==> src/rtl/plic_reg_arbiter_pkg.sv <==
// Shared types, widths and the round-robin pick helper used by the PLIC
// register-interface arbiter and the other multi-master reg bridges.
package plic_arb_pkg;

  typedef enum logic [0:0] {
    IDLE = 1'b0,
    BUSY = 1'b1
  } arb_state_e;

  localparam int REG_AW = 32;
  localparam int REG_DW = 32;
  localparam int REG_SW = 4;

  // Widest request vector the picker handles; narrower vectors are zero-extended.
  localparam int RR_MAX = 32;

  typedef struct packed {
    logic found;
    int   idx;
  } rr_pick_t;

  function automatic rr_pick_t rr_pick(input logic [RR_MAX-1:0] req, input int ptr, input int n);
    rr_pick_t r;
    int       k;
    r.found = 1'b0;
    r.idx   = 0;
    for (int off = 0; off < RR_MAX; off++) begin
      k = ptr + off;
      if (k >= n) begin
        k = k - n;
      end else begin
        k = k;
      end
      if ((off < n) && !r.found) begin
        if (req[k]) begin
          r.found = 1'b1;
          r.idx   = k;
        end else begin
          r.found = 1'b0;
        end
      end else begin
        r.found = r.found;
      end
    end
    return r;
  endfunction

endpackage

==> src/rtl/plic_reg_arbiter_if.sv <==
// Bundles the N_REQ upstream reg masters and the single downstream PLIC reg
// port. Signal suffixes are seen from the arbiter's side.
interface plic_reg_arbiter_if
  import plic_arb_pkg::*;
#(
  parameter int N_REQ = 2
);
  logic [N_REQ*REG_AW-1:0] in_addr_i;
  logic [N_REQ-1:0]        in_write_i;
  logic [N_REQ*REG_DW-1:0] in_wdata_i;
  logic [N_REQ*REG_SW-1:0] in_wstrb_i;
  logic [N_REQ-1:0]        in_valid_i;
  logic [N_REQ-1:0]        in_ready_o;
  logic [N_REQ-1:0]        in_error_o;
  logic [REG_DW-1:0]       in_rdata_o;

  logic [REG_AW-1:0]       out_addr_o;
  logic                    out_write_o;
  logic [REG_DW-1:0]       out_wdata_o;
  logic [REG_SW-1:0]       out_wstrb_o;
  logic                    out_valid_o;
  logic [REG_DW-1:0]       out_rdata_i;
  logic                    out_error_i;
  logic                    out_ready_i;

  modport slave (
    input  in_addr_i, in_write_i, in_wdata_i, in_wstrb_i, in_valid_i,
    input  out_rdata_i, out_error_i, out_ready_i,
    output in_ready_o, in_error_o, in_rdata_o,
    output out_addr_o, out_write_o, out_wdata_o, out_wstrb_o, out_valid_o
  );

  modport master (
    output in_addr_i, in_write_i, in_wdata_i, in_wstrb_i, in_valid_i,
    output out_rdata_i, out_error_i, out_ready_i,
    input  in_ready_o, in_error_o, in_rdata_o,
    input  out_addr_o, out_write_o, out_wdata_o, out_wstrb_o, out_valid_o
  );

endinterface

==> src/rtl/plic_reg_arbiter_rr.sv <==
// Combinational round-robin priority picker: first set request at or after ptr_i.
module rr_arbiter_idx
  import plic_arb_pkg::*;
#(
  parameter  int N_REQ = 2,
  localparam int IDX_W = $clog2(N_REQ)
) (
  input  logic [N_REQ-1:0] req_i,
  input  logic [IDX_W-1:0] ptr_i,
  output logic [IDX_W-1:0] idx_o,
  output logic             valid_o
);

  logic [RR_MAX-1:0] req_ext_s;
  rr_pick_t          pick_s;

  always_comb begin
    req_ext_s              = {RR_MAX{1'b0}};
    req_ext_s[N_REQ-1:0]   = req_i;
    pick_s                 = rr_pick(req_ext_s, int'(ptr_i), N_REQ);
    idx_o                  = IDX_W'(pick_s.idx);
    valid_o                = pick_s.found;
  end

endmodule

==> src/rtl/plic_reg_arbiter.sv <==
// Round-robin arbiter sharing one PLIC reg port among N_REQ masters; the grant
// is held for a whole transaction and hung accesses are aborted after TIMEOUT.
module plic_reg_arbiter
  import plic_arb_pkg::*;
#(
  parameter  int N_REQ   = 2,
  parameter  int TIMEOUT = 64,
  localparam int CNT_W   = (TIMEOUT > 0) ? $clog2(TIMEOUT + 1) : 1,
  localparam int IDX_W   = $clog2(N_REQ)
) (
  input  logic               clk_i,
  input  logic               rst_i,
  plic_reg_arbiter_if.slave  bus,
  output logic               busy_o,
  output logic               timeout_o
);

  localparam logic [IDX_W-1:0] LAST_IDX = IDX_W'(N_REQ - 1);
  localparam logic [CNT_W-1:0] TO_LAST  = (TIMEOUT > 0) ? CNT_W'(TIMEOUT - 1) : {CNT_W{1'b0}};
  localparam logic [CNT_W-1:0] CNT_MAX  = {CNT_W{1'b1}};

  arb_state_e       state_q, state_d;
  logic [IDX_W-1:0] rr_ptr_q, rr_ptr_d;
  logic [IDX_W-1:0] gnt_idx_q, gnt_idx_d;
  logic [CNT_W-1:0] cnt_q, cnt_d;

  logic [IDX_W-1:0] pick_idx_s;
  logic             pick_valid_s;
  logic [IDX_W-1:0] next_ptr_s;
  logic             gnt_valid_s;

  logic [N_REQ-1:0]  in_ready_s;
  logic [N_REQ-1:0]  in_error_s;
  logic [REG_DW-1:0] in_rdata_s;

  rr_arbiter_idx #(.N_REQ(N_REQ)) u_pick (
    .req_i   (bus.in_valid_i),
    .ptr_i   (rr_ptr_q),
    .idx_o   (pick_idx_s),
    .valid_o (pick_valid_s)
  );

  assign next_ptr_s  = (gnt_idx_q == LAST_IDX) ? {IDX_W{1'b0}} : (gnt_idx_q + IDX_W'(1));
  assign gnt_valid_s = bus.in_valid_i[gnt_idx_q];

  always_ff @(posedge clk_i) begin
    if (rst_i) begin
      state_q   <= IDLE;
      rr_ptr_q  <= {IDX_W{1'b0}};
      gnt_idx_q <= {IDX_W{1'b0}};
      cnt_q     <= {CNT_W{1'b0}};
    end else begin
      state_q   <= state_d;
      rr_ptr_q  <= rr_ptr_d;
      gnt_idx_q <= gnt_idx_d;
      cnt_q     <= cnt_d;
    end
  end

  always_comb begin
    state_d         = state_q;
    rr_ptr_d        = rr_ptr_q;
    gnt_idx_d       = gnt_idx_q;
    cnt_d           = cnt_q;
    in_ready_s      = {N_REQ{1'b0}};
    in_error_s      = {N_REQ{1'b0}};
    in_rdata_s      = {REG_DW{1'b0}};
    bus.out_addr_o  = {REG_AW{1'b0}};
    bus.out_write_o = 1'b0;
    bus.out_wdata_o = {REG_DW{1'b0}};
    bus.out_wstrb_o = {REG_SW{1'b0}};
    bus.out_valid_o = 1'b0;
    busy_o          = 1'b0;
    timeout_o       = 1'b0;
    case (state_q)
      IDLE: begin
        if (pick_valid_s) begin
          gnt_idx_d = pick_idx_s;
          cnt_d     = {CNT_W{1'b0}};
          state_d   = BUSY;
        end else begin
          state_d   = IDLE;
        end
      end
      BUSY: begin
        busy_o          = 1'b1;
        bus.out_addr_o  = bus.in_addr_i[int'(gnt_idx_q)*REG_AW +: REG_AW];
        bus.out_write_o = bus.in_write_i[gnt_idx_q];
        bus.out_wdata_o = bus.in_wdata_i[int'(gnt_idx_q)*REG_DW +: REG_DW];
        bus.out_wstrb_o = bus.in_wstrb_i[int'(gnt_idx_q)*REG_SW +: REG_SW];
        bus.out_valid_o = gnt_valid_s;
        // A master that withdraws its request mid-transaction loses the grant silently.
        if (!gnt_valid_s) begin
          state_d  = IDLE;
          rr_ptr_d = next_ptr_s;
        end else if (bus.out_ready_i) begin
          in_ready_s[gnt_idx_q] = 1'b1;
          in_error_s[gnt_idx_q] = bus.out_error_i;
          in_rdata_s            = bus.out_rdata_i;
          state_d               = IDLE;
          rr_ptr_d              = next_ptr_s;
        end else if ((TIMEOUT != 0) && (cnt_q == TO_LAST)) begin
          in_ready_s[gnt_idx_q] = 1'b1;
          in_error_s[gnt_idx_q] = 1'b1;
          timeout_o             = 1'b1;
          state_d               = IDLE;
          rr_ptr_d              = next_ptr_s;
        end else if (cnt_q != CNT_MAX) begin
          cnt_d = cnt_q + CNT_W'(1);
        end else begin
          cnt_d = cnt_q;
        end
      end
      default: begin
        state_d = IDLE;
      end
    endcase
  end

  assign bus.in_ready_o = in_ready_s;
  assign bus.in_error_o = in_error_s;
  assign bus.in_rdata_o = in_rdata_s;

endmodule

==> src/flat_wrapper.sv <==
// flat-port wrapper written by rule: the top's interface ports become plain ports
module plic_reg_arbiter_flat import plic_arb_pkg::*;
#(
  parameter  int N_REQ   = 2,
  parameter  int TIMEOUT = 64,
  localparam int CNT_W   = (TIMEOUT > 0) ? $clog2(TIMEOUT + 1) : 1,
  localparam int IDX_W   = $clog2(N_REQ)
)
  (clk_i, rst_i, busy_o, timeout_o, bus_in_addr_i, bus_in_write_i, bus_in_wdata_i, bus_in_wstrb_i, bus_in_valid_i, bus_out_rdata_i, bus_out_error_i, bus_out_ready_i, bus_in_ready_o, bus_in_error_o, bus_in_rdata_o, bus_out_addr_o, bus_out_write_o, bus_out_wdata_o, bus_out_wstrb_o, bus_out_valid_o);
  plic_reg_arbiter_if #(.N_REQ(N_REQ)) bus_i ();
  input  logic clk_i;
  input  logic rst_i;
  output logic busy_o;
  output logic timeout_o;
  input wire logic [$bits(bus_i.in_addr_i)-1:0] bus_in_addr_i;
  input wire logic [$bits(bus_i.in_write_i)-1:0] bus_in_write_i;
  input wire logic [$bits(bus_i.in_wdata_i)-1:0] bus_in_wdata_i;
  input wire logic [$bits(bus_i.in_wstrb_i)-1:0] bus_in_wstrb_i;
  input wire logic [$bits(bus_i.in_valid_i)-1:0] bus_in_valid_i;
  input wire logic [$bits(bus_i.out_rdata_i)-1:0] bus_out_rdata_i;
  input wire logic [$bits(bus_i.out_error_i)-1:0] bus_out_error_i;
  input wire logic [$bits(bus_i.out_ready_i)-1:0] bus_out_ready_i;
  output wire logic [$bits(bus_i.in_ready_o)-1:0] bus_in_ready_o;
  output wire logic [$bits(bus_i.in_error_o)-1:0] bus_in_error_o;
  output wire logic [$bits(bus_i.in_rdata_o)-1:0] bus_in_rdata_o;
  output wire logic [$bits(bus_i.out_addr_o)-1:0] bus_out_addr_o;
  output wire logic [$bits(bus_i.out_write_o)-1:0] bus_out_write_o;
  output wire logic [$bits(bus_i.out_wdata_o)-1:0] bus_out_wdata_o;
  output wire logic [$bits(bus_i.out_wstrb_o)-1:0] bus_out_wstrb_o;
  output wire logic [$bits(bus_i.out_valid_o)-1:0] bus_out_valid_o;
  assign bus_i.in_addr_i = bus_in_addr_i;
  assign bus_i.in_write_i = bus_in_write_i;
  assign bus_i.in_wdata_i = bus_in_wdata_i;
  assign bus_i.in_wstrb_i = bus_in_wstrb_i;
  assign bus_i.in_valid_i = bus_in_valid_i;
  assign bus_i.out_rdata_i = bus_out_rdata_i;
  assign bus_i.out_error_i = bus_out_error_i;
  assign bus_i.out_ready_i = bus_out_ready_i;
  assign bus_in_ready_o = bus_i.in_ready_o;
  assign bus_in_error_o = bus_i.in_error_o;
  assign bus_in_rdata_o = bus_i.in_rdata_o;
  assign bus_out_addr_o = bus_i.out_addr_o;
  assign bus_out_write_o = bus_i.out_write_o;
  assign bus_out_wdata_o = bus_i.out_wdata_o;
  assign bus_out_wstrb_o = bus_i.out_wstrb_o;
  assign bus_out_valid_o = bus_i.out_valid_o;
  plic_reg_arbiter #(.N_REQ(N_REQ), .TIMEOUT(TIMEOUT)) u_core (.clk_i(clk_i), .rst_i(rst_i), .bus(bus_i), .busy_o(busy_o), .timeout_o(timeout_o));
endmodule
==> config.mk <==
export PLATFORM = sky130hd
export DESIGN_NAME = plic_reg_arbiter_flat
export DESIGN_NICKNAME = d
export VERILOG_FILES = /design/src/rtl/plic_reg_arbiter_pkg.sv /design/src/rtl/plic_reg_arbiter_if.sv /design/src/rtl/plic_reg_arbiter_rr.sv /design/src/rtl/plic_reg_arbiter.sv /design/src/flat_wrapper.sv
export SDC_FILE = /design/constraint.sdc
export NUM_CORES = 1
export LEC_CHECK = 0
export CAP_MARGIN = 20
export CORE_AREA = 2 2 110 112
export DETAILED_ROUTE_END_ITERATION = 12
export DIE_AREA = 0 0 112 114
export PLACE_DENSITY_LB_ADDON = 0.08
export SYNTH_ARGS = -nofsm -noshare
export SYNTH_HDL_FRONTEND = slang
export SYNTH_SLANG_ARGS = --single-unit
==> constraint.sdc <==
create_clock -name clk_i -period 1.8 [get_ports clk_i]
set_clock_uncertainty 0.15 [all_clocks]
set_input_delay 0.27 -clock clk_i [delete_from_list [all_inputs] [get_ports clk_i]]
set_output_delay 0.27 -clock clk_i [all_outputs]
set_load 0.005 [all_outputs]
After elaboration in Yosys (flattened, before gate mapping)
Index checks and enable logic that the tools add are counted.
- register bits: 10
- input port bits: 176
- output and inout port bits: 108
- logic and storage cells: 87
- $add $sub $neg: 5
- magnitude comparators: 6
- equal/unequal tests: 8
- shift operators: 3
- muxes and demuxes: 55
- bitwise operators: 2
- reduce and logical (&&, ||, !) cells: 4
- operators by type and width (cell ; count):
    32-bit 2-to-1 mux ; 7
    64-bit by 7-bit indexed part select with 32-bit output ; 2
    32-bit by 7-bit less-than comparator with 1-bit output (second input constant) ; 2
    7-bit 2-to-1 mux ; 5
    1-bit 2-to-1 mux ; 30
    2-bit 2-to-1 mux ; 7
    7-bit case mux with 2 select lines ; 1
    1-bit binary-select mux with 5-bit select ; 2
    2-bit != test (second input constant) ; 4
    8-bit by 4-bit indexed part select with 4-bit output ; 1
    7-bit by 1-bit adder with 7-bit output (second input constant) ; 1
    7-bit by 6-bit == test with 1-bit output (second input constant) ; 1
    7-bit != test (second input constant) ; 1
    5-bit AND reduction ; 1
    4-bit 2-to-1 mux ; 1
    2-bit AND reduction ; 2
    3-bit != test (second input constant) ; 1
    1-bit by 2-bit subtractor with 3-bit output (second input constant) ; 1
    2-bit by 2-bit subtractor with 3-bit output (second input constant) ; 1
    1-bit by 1-bit adder with 2-bit output (second input constant) ; 1
    2-bit AND ; 1
    1-bit by 2-bit >= comparator with 1-bit output (second input constant) ; 1
    2-bit >= comparator (second input constant) ; 1
    1-bit by 2-bit less-than comparator with 1-bit output (second input constant) ; 1
    other kinds (7) ; 7

Depth between registers and ports, before layout
- depth after elaboration: 10
- depth in mapped cells: 7
- mapped depth without buffers: 5

By module
From an unflattened synthesis, not the netlist that was laid out.
- cell total of the unflattened synthesis: 261
- area total of the unflattened synthesis: 2004.4 sq um
- by module, submodules not included (module ; instances ; cells each ; area an instance (sq um) ; sequential area each (sq um)):
    plic_reg_arbiter ; 1 ; 258 ; 1986.9 ; 200.2
    rr_arbiter_idx ; 1 ; 3 ; 17.5 ; 0.0

Worst setup path before layout
Ideal clock, no wire load.
- path type: reg2out
- start: reg u_core.gnt_idx_q
- end: out bus_in_rdata_o[25]
- data arrival time: 1345 ps
- data required time: 1380 ps
- slack: 35 ps
- cell stages (with the launch flop): 7
- buffers on the path: 2
- path through: dfxtp_1 buf_4 mux2_2 nand2_1 inv_1 clkbuf_1 and3_1
- word-level cells in the longest chain between the ends: 4
- RTL lines (what ; line ; RTL):
    start, declared ; plic_reg_arbiter.sv:24 ; logic [IDX_W-1:0] gnt_idx_q, gnt_idx_d;
    start signal, assigned ; plic_reg_arbiter.sv:50 ; gnt_idx_q <= {IDX_W{1'b0}};
    start signal, assigned ; plic_reg_arbiter.sv:55 ; gnt_idx_q <= gnt_idx_d;
    1-bit 2-to-1 mux (implied by the code) (2 in a row) ; plic_reg_arbiter.sv:44 ; assign gnt_valid_s = bus.in_valid_i[gnt_idx_q];
    32-bit 2-to-1 mux ; plic_reg_arbiter.sv:93 ; if (!gnt_valid_s) begin
    32-bit 2-to-1 mux ; plic_reg_arbiter.sv:75 ; case (state_q)
    end, declared ; flat_wrapper.sv:25 ; output wire logic [$bits(bus_i.in_rdata_o)-1:0] bus_in_rdata_o;
Every way passes these cells. The select of a mux whose other input is x is not followed.

Worst setup path after layout
- start: reg u_core.gnt_idx_q
- end: reg u_core.cnt_q[1]
- word-level cells in the longest chain between the ends: 4
- RTL lines (what ; line ; RTL):
    1-bit 2-to-1 mux (implied by the code) (2 in a row) ; plic_reg_arbiter.sv:44 ;
    2-bit != test (no source line) ; - ;
    5-bit AND reduction (no source line) ; - ;
    end signal, assigned ; plic_reg_arbiter.sv:51 ; cnt_q <= {CNT_W{1'b0}};
    end signal, assigned ; plic_reg_arbiter.sv:56 ; cnt_q <= cnt_d;
    end, declared ; plic_reg_arbiter.sv:25 ; logic [CNT_W-1:0] cnt_q, cnt_d;
Every way passes these cells. The select of a mux whose other input is x is not followed.
A chain may end at the register's enable or synchronous reset.

==> results.txt <==
- Result of the run: complete, but fails checks
- Violations in the final reports: setup timing
- Post-route clock period utilization: 110%
* Routed via count: approximately 3,300
* Category of the worst setup path launch point: flip-flop
- The min-delay analysis places its worst path in the category flip-flop to flip-flop.
- In this run the power density over the cells is 342 nW/um^2.
- In this run, placement finished with an instance count of 713.
* Number of design-rule violations left by the first detailed-router iteration: 95
- Cell taking the most area after synthesis: sky130_fd_sc_hd__mux2i_1
- The worst pin sits at a relative slew slack of 74.8%.
* Worst r2r path cells: 6
- The number of pins with negative max-slew slack in the final report was 0.
- Clock tree from TritonCTS: done
* Count of antenna-violating nets left after detailed routing: 0
- Number of antenna repair diodes: 0
- Summed over all failing endpoints, the final setup total negative slack is -6060 ps.
- Power consumption: 1.94 mW
- The die covers roughly 13,000 um^2.
* Total core area: about 12,000 um^2
* Per-instance average area after synthesis: 6.82 um^2
- Vias in the first global route: 3,463
* Cells taking the most area after synthesis: sky130_fd_sc_hd__mux2i_1, sky130_fd_sc_hd__nor2_1, sky130_fd_sc_hd__and3_1
* Part of the Yosys area used for sequential elements: a little over a tenth
* Top FF cell, synth: sky130_fd_sc_hd__dfxtp_1
- The first global-routing pass estimated between 15,000 and 20,000 um of wire.
- Post-synthesis to final-layout area growth: 208%
* Number of antenna violations at the first check in global routing: 0
- Derived from the worst setup path, the maximum achievable clock frequency is roughly 510 MHz.
- The final layout contains 786 nets.
- Die height: roughly 110 um
- Maximum number of pins on one net before global-route repair: 47
* Count of input and output buffers: 283
- Setup violations remaining at the end of the flow were counted as 67.
- DP Wirelength: 9660 um
* Final count of hold timing violations: 0
- Number of flops mapped to enable cells by yosys: 0
* Unrepaired setup endpoints after global routing: yes
- Wirelength, routed: 12,500 um
- Max_cap viols: 0
* Maximum vdd drop: 0.000245 V
- The total overflow left after global routing is 0.
- Min Clock Period, post-route: between 1500 and 2000 ps
- Maximum level of the CTS H-tree: 1
* Cell Area, Placed: a little over 5000 um^2
* Type of the setup path with the least slack: flip-flop to flip-flop
- Routed wire per std cell: 16.5 um
- Across all setup checks in the final design, the least slack found is -173 ps.
- In this run the horizontal extent of the chip is about 110 um.
- At the worst endpoint, the arrival time is 1970 ps.
- Total routing resource utilization after global routing: 18.6%
- Critical path fanouts, max: 9
- Detailed Routing Iterations Pass 1: 4
- Yosys mapped the design onto 35 distinct sky130hd cell types.
- Number of hold-repair buffers added at the cts stage: 0
- Endpoint required time on the critical path: between 1500 and 2000 ps
* Net Count, Synth: between 400 and 500
- The post-route netlist has 39.5% of its cells at a drive strength greater than 1.
- After synthesis the netlist holds a flip-flop and latch count of 10.
- Transition time at the pin with the least slew margin: between 300 and 400 ps
- Reported leakage power: between 2 and 2.5 nW
- Clk Latency, worst-skew pair: about 240 ps
- Prior to clock tree synthesis, the placed netlist has a worst setup slack of -598 ps.
- Routability-driven placement finished with a final weighted congestion of 0.827.
- Kind of end point of the critical path: flip-flop
- Longest Clk Path Bufs: 2
- Leaving out filler cells and counting taps, the final layout contains between 700 and 800.
* Share of the synthesized area in the top cell type: 38.1%
- The synthesized netlist occupies a cell area of 1840 um^2.
- In this run the count of I/O pins placed on the die edge is 284.
- After detailed routing, the number of vias per cell comes to 4.42.
- Post-Syn Instances: 270
- Clk pin slew, worst setup/hold paths: 40 ps
- CTS saw 10 sinks.
- In this run the clock root is driven by a sky130_fd_sc_hd__clkbuf_16.
* Number of stages on the worst hold path: 2
* Final cell area excluding filler cells: 5670 um^2
- Remaining design rule violation count: 0
- For this run, the number of Yosys warnings is 0.
- The floorplan has 40 rows.
- Counting the buffers created by CTS gives 3.
- The initial utilization of the core area, before any placement, comes to 15.7%.
- In the synthesized netlist the async set-or-reset flop fraction comes to 0%.
[metrics by stage]
stage | hold slack [ps] | utilization [%]
final | 354 | 48.4
after global routing | 392 | 48.4
after CTS | 360 | 48.2
after detailed placement | 355 | 43.5
after global placement | 359 | 43.5
after floorplan | 294 | -
[timing repair]
item                                    in CTS  in global routing
cloned                                       6                  1
endpoints found under the setup margin     110                111
pin swaps                                   33                  5
buffers inserted                            29                  4
resized for setup                          478                 52
[worst paths after layout]
check	startpoint	endpoint	slack, ps
max	u_core.gnt_idx_q	u_core.cnt_q[1]	-170
min reg2reg	u_core.cnt_q[3]	u_core.cnt_q[3]	350
max reg2reg	u_core.gnt_idx_q	u_core.cnt_q[1]	-170
min	u_core.cnt_q[3]	u_core.cnt_q[3]	350
[state kept, by name (all words and copies together) (netlist names)]
name / flops
u_core.state_q: 1
u_core.rr_ptr_q: 1
u_core.gnt_idx_q: 1
u_core.cnt_q: 7
[routing by layer]
metal | wire length (um) | GRT usage (%) | share of wire (%) | vias to the layer above
li1 | - | - | - | 1632
met1 | 4390 | 18.7 | 35 | 1486
met2 | 6590 | 36.8 | 53 | 196
met3 | 1050 | 4.78 | 8.4 | 25
met4 | 435 | 6.59 | 3.5 | 0
met5 | 0 | 0 | 0 | -
[critical path, stage by stage (launching register included)]
cell	delay [ps]
sky130_fd_sc_hd__dfxtp_4	350
sky130_fd_sc_hd__buf_12	150
sky130_fd_sc_hd__buf_6	130
sky130_fd_sc_hd__mux2i_2	150
sky130_fd_sc_hd__or3_4	380
sky130_fd_sc_hd__or4b_1	500
sky130_fd_sc_hd__o41ai_2	60
[cell usage in the layout (no fill, tap or decap), drive strengths merged, types with 2 or more instances in the layout]
cell type      instances
a21oi                  4
a31oi                  2
and3                  33
buf                  157
clkbuf                29
clkdlybuf4s50        173
dfxtp                 10
dlygate4sd2            3
inv                    8
mux2i                 70
nand2                  7
nand3                  2
nor2                  76
nor3b                  2
nor4                   5
o211ai                 3
o21ai                  5
[power breakdown]
| group | internal (mW) | switching [mW] |
|---|---|---|
| clock network | 0.335 | 0.112 |
| registers | 0.229 | 0.00918 |
| logic | 0.823 | 0.434 |
| total | 1.39 | 0.555 |
[cell type report]
cell class / instances / area [um^2]
fillers: 1156 / 6040
repair buffers: 359 / 3400
multi-input cells: 227 / 1760
flip-flops and latches: 10 / 210
well taps: 147 / 184
clock buffers: 4 / 88.8
inverters: 8 / 37.5
[cells by family after synthesis]
kind of cell | synth area share [%]
and+or+nand+nor | 35.1
muxes | 38.7
buffers and inverters | 7.48
AOI/OAI and AO/OA | 7.21
DFF | 10.9
adders and majority gates | 0.680
[synth_stat cells (2+ instances only)]
| master | n |
|---|---|
| sky130_fd_sc_hd__clkbuf_1 | 16 |
| sky130_fd_sc_hd__o21ai_0 | 5 |
| sky130_fd_sc_hd__a31oi_1 | 2 |
| sky130_fd_sc_hd__nor4_1 | 5 |
| sky130_fd_sc_hd__a21oi_1 | 4 |
| sky130_fd_sc_hd__buf_2 | 8 |
| sky130_fd_sc_hd__inv_1 | 7 |
| sky130_fd_sc_hd__nand2_1 | 7 |
| sky130_fd_sc_hd__nor2_1 | 76 |
| sky130_fd_sc_hd__and3_1 | 33 |
| sky130_fd_sc_hd__nor3b_1 | 2 |
| sky130_fd_sc_hd__o211ai_1 | 3 |
| sky130_fd_sc_hd__mux2i_1 | 70 |
| sky130_fd_sc_hd__nand3_1 | 2 |
| sky130_fd_sc_hd__dfxtp_1 | 10 |
Note: power is estimated with default switching activity, not from simulation.
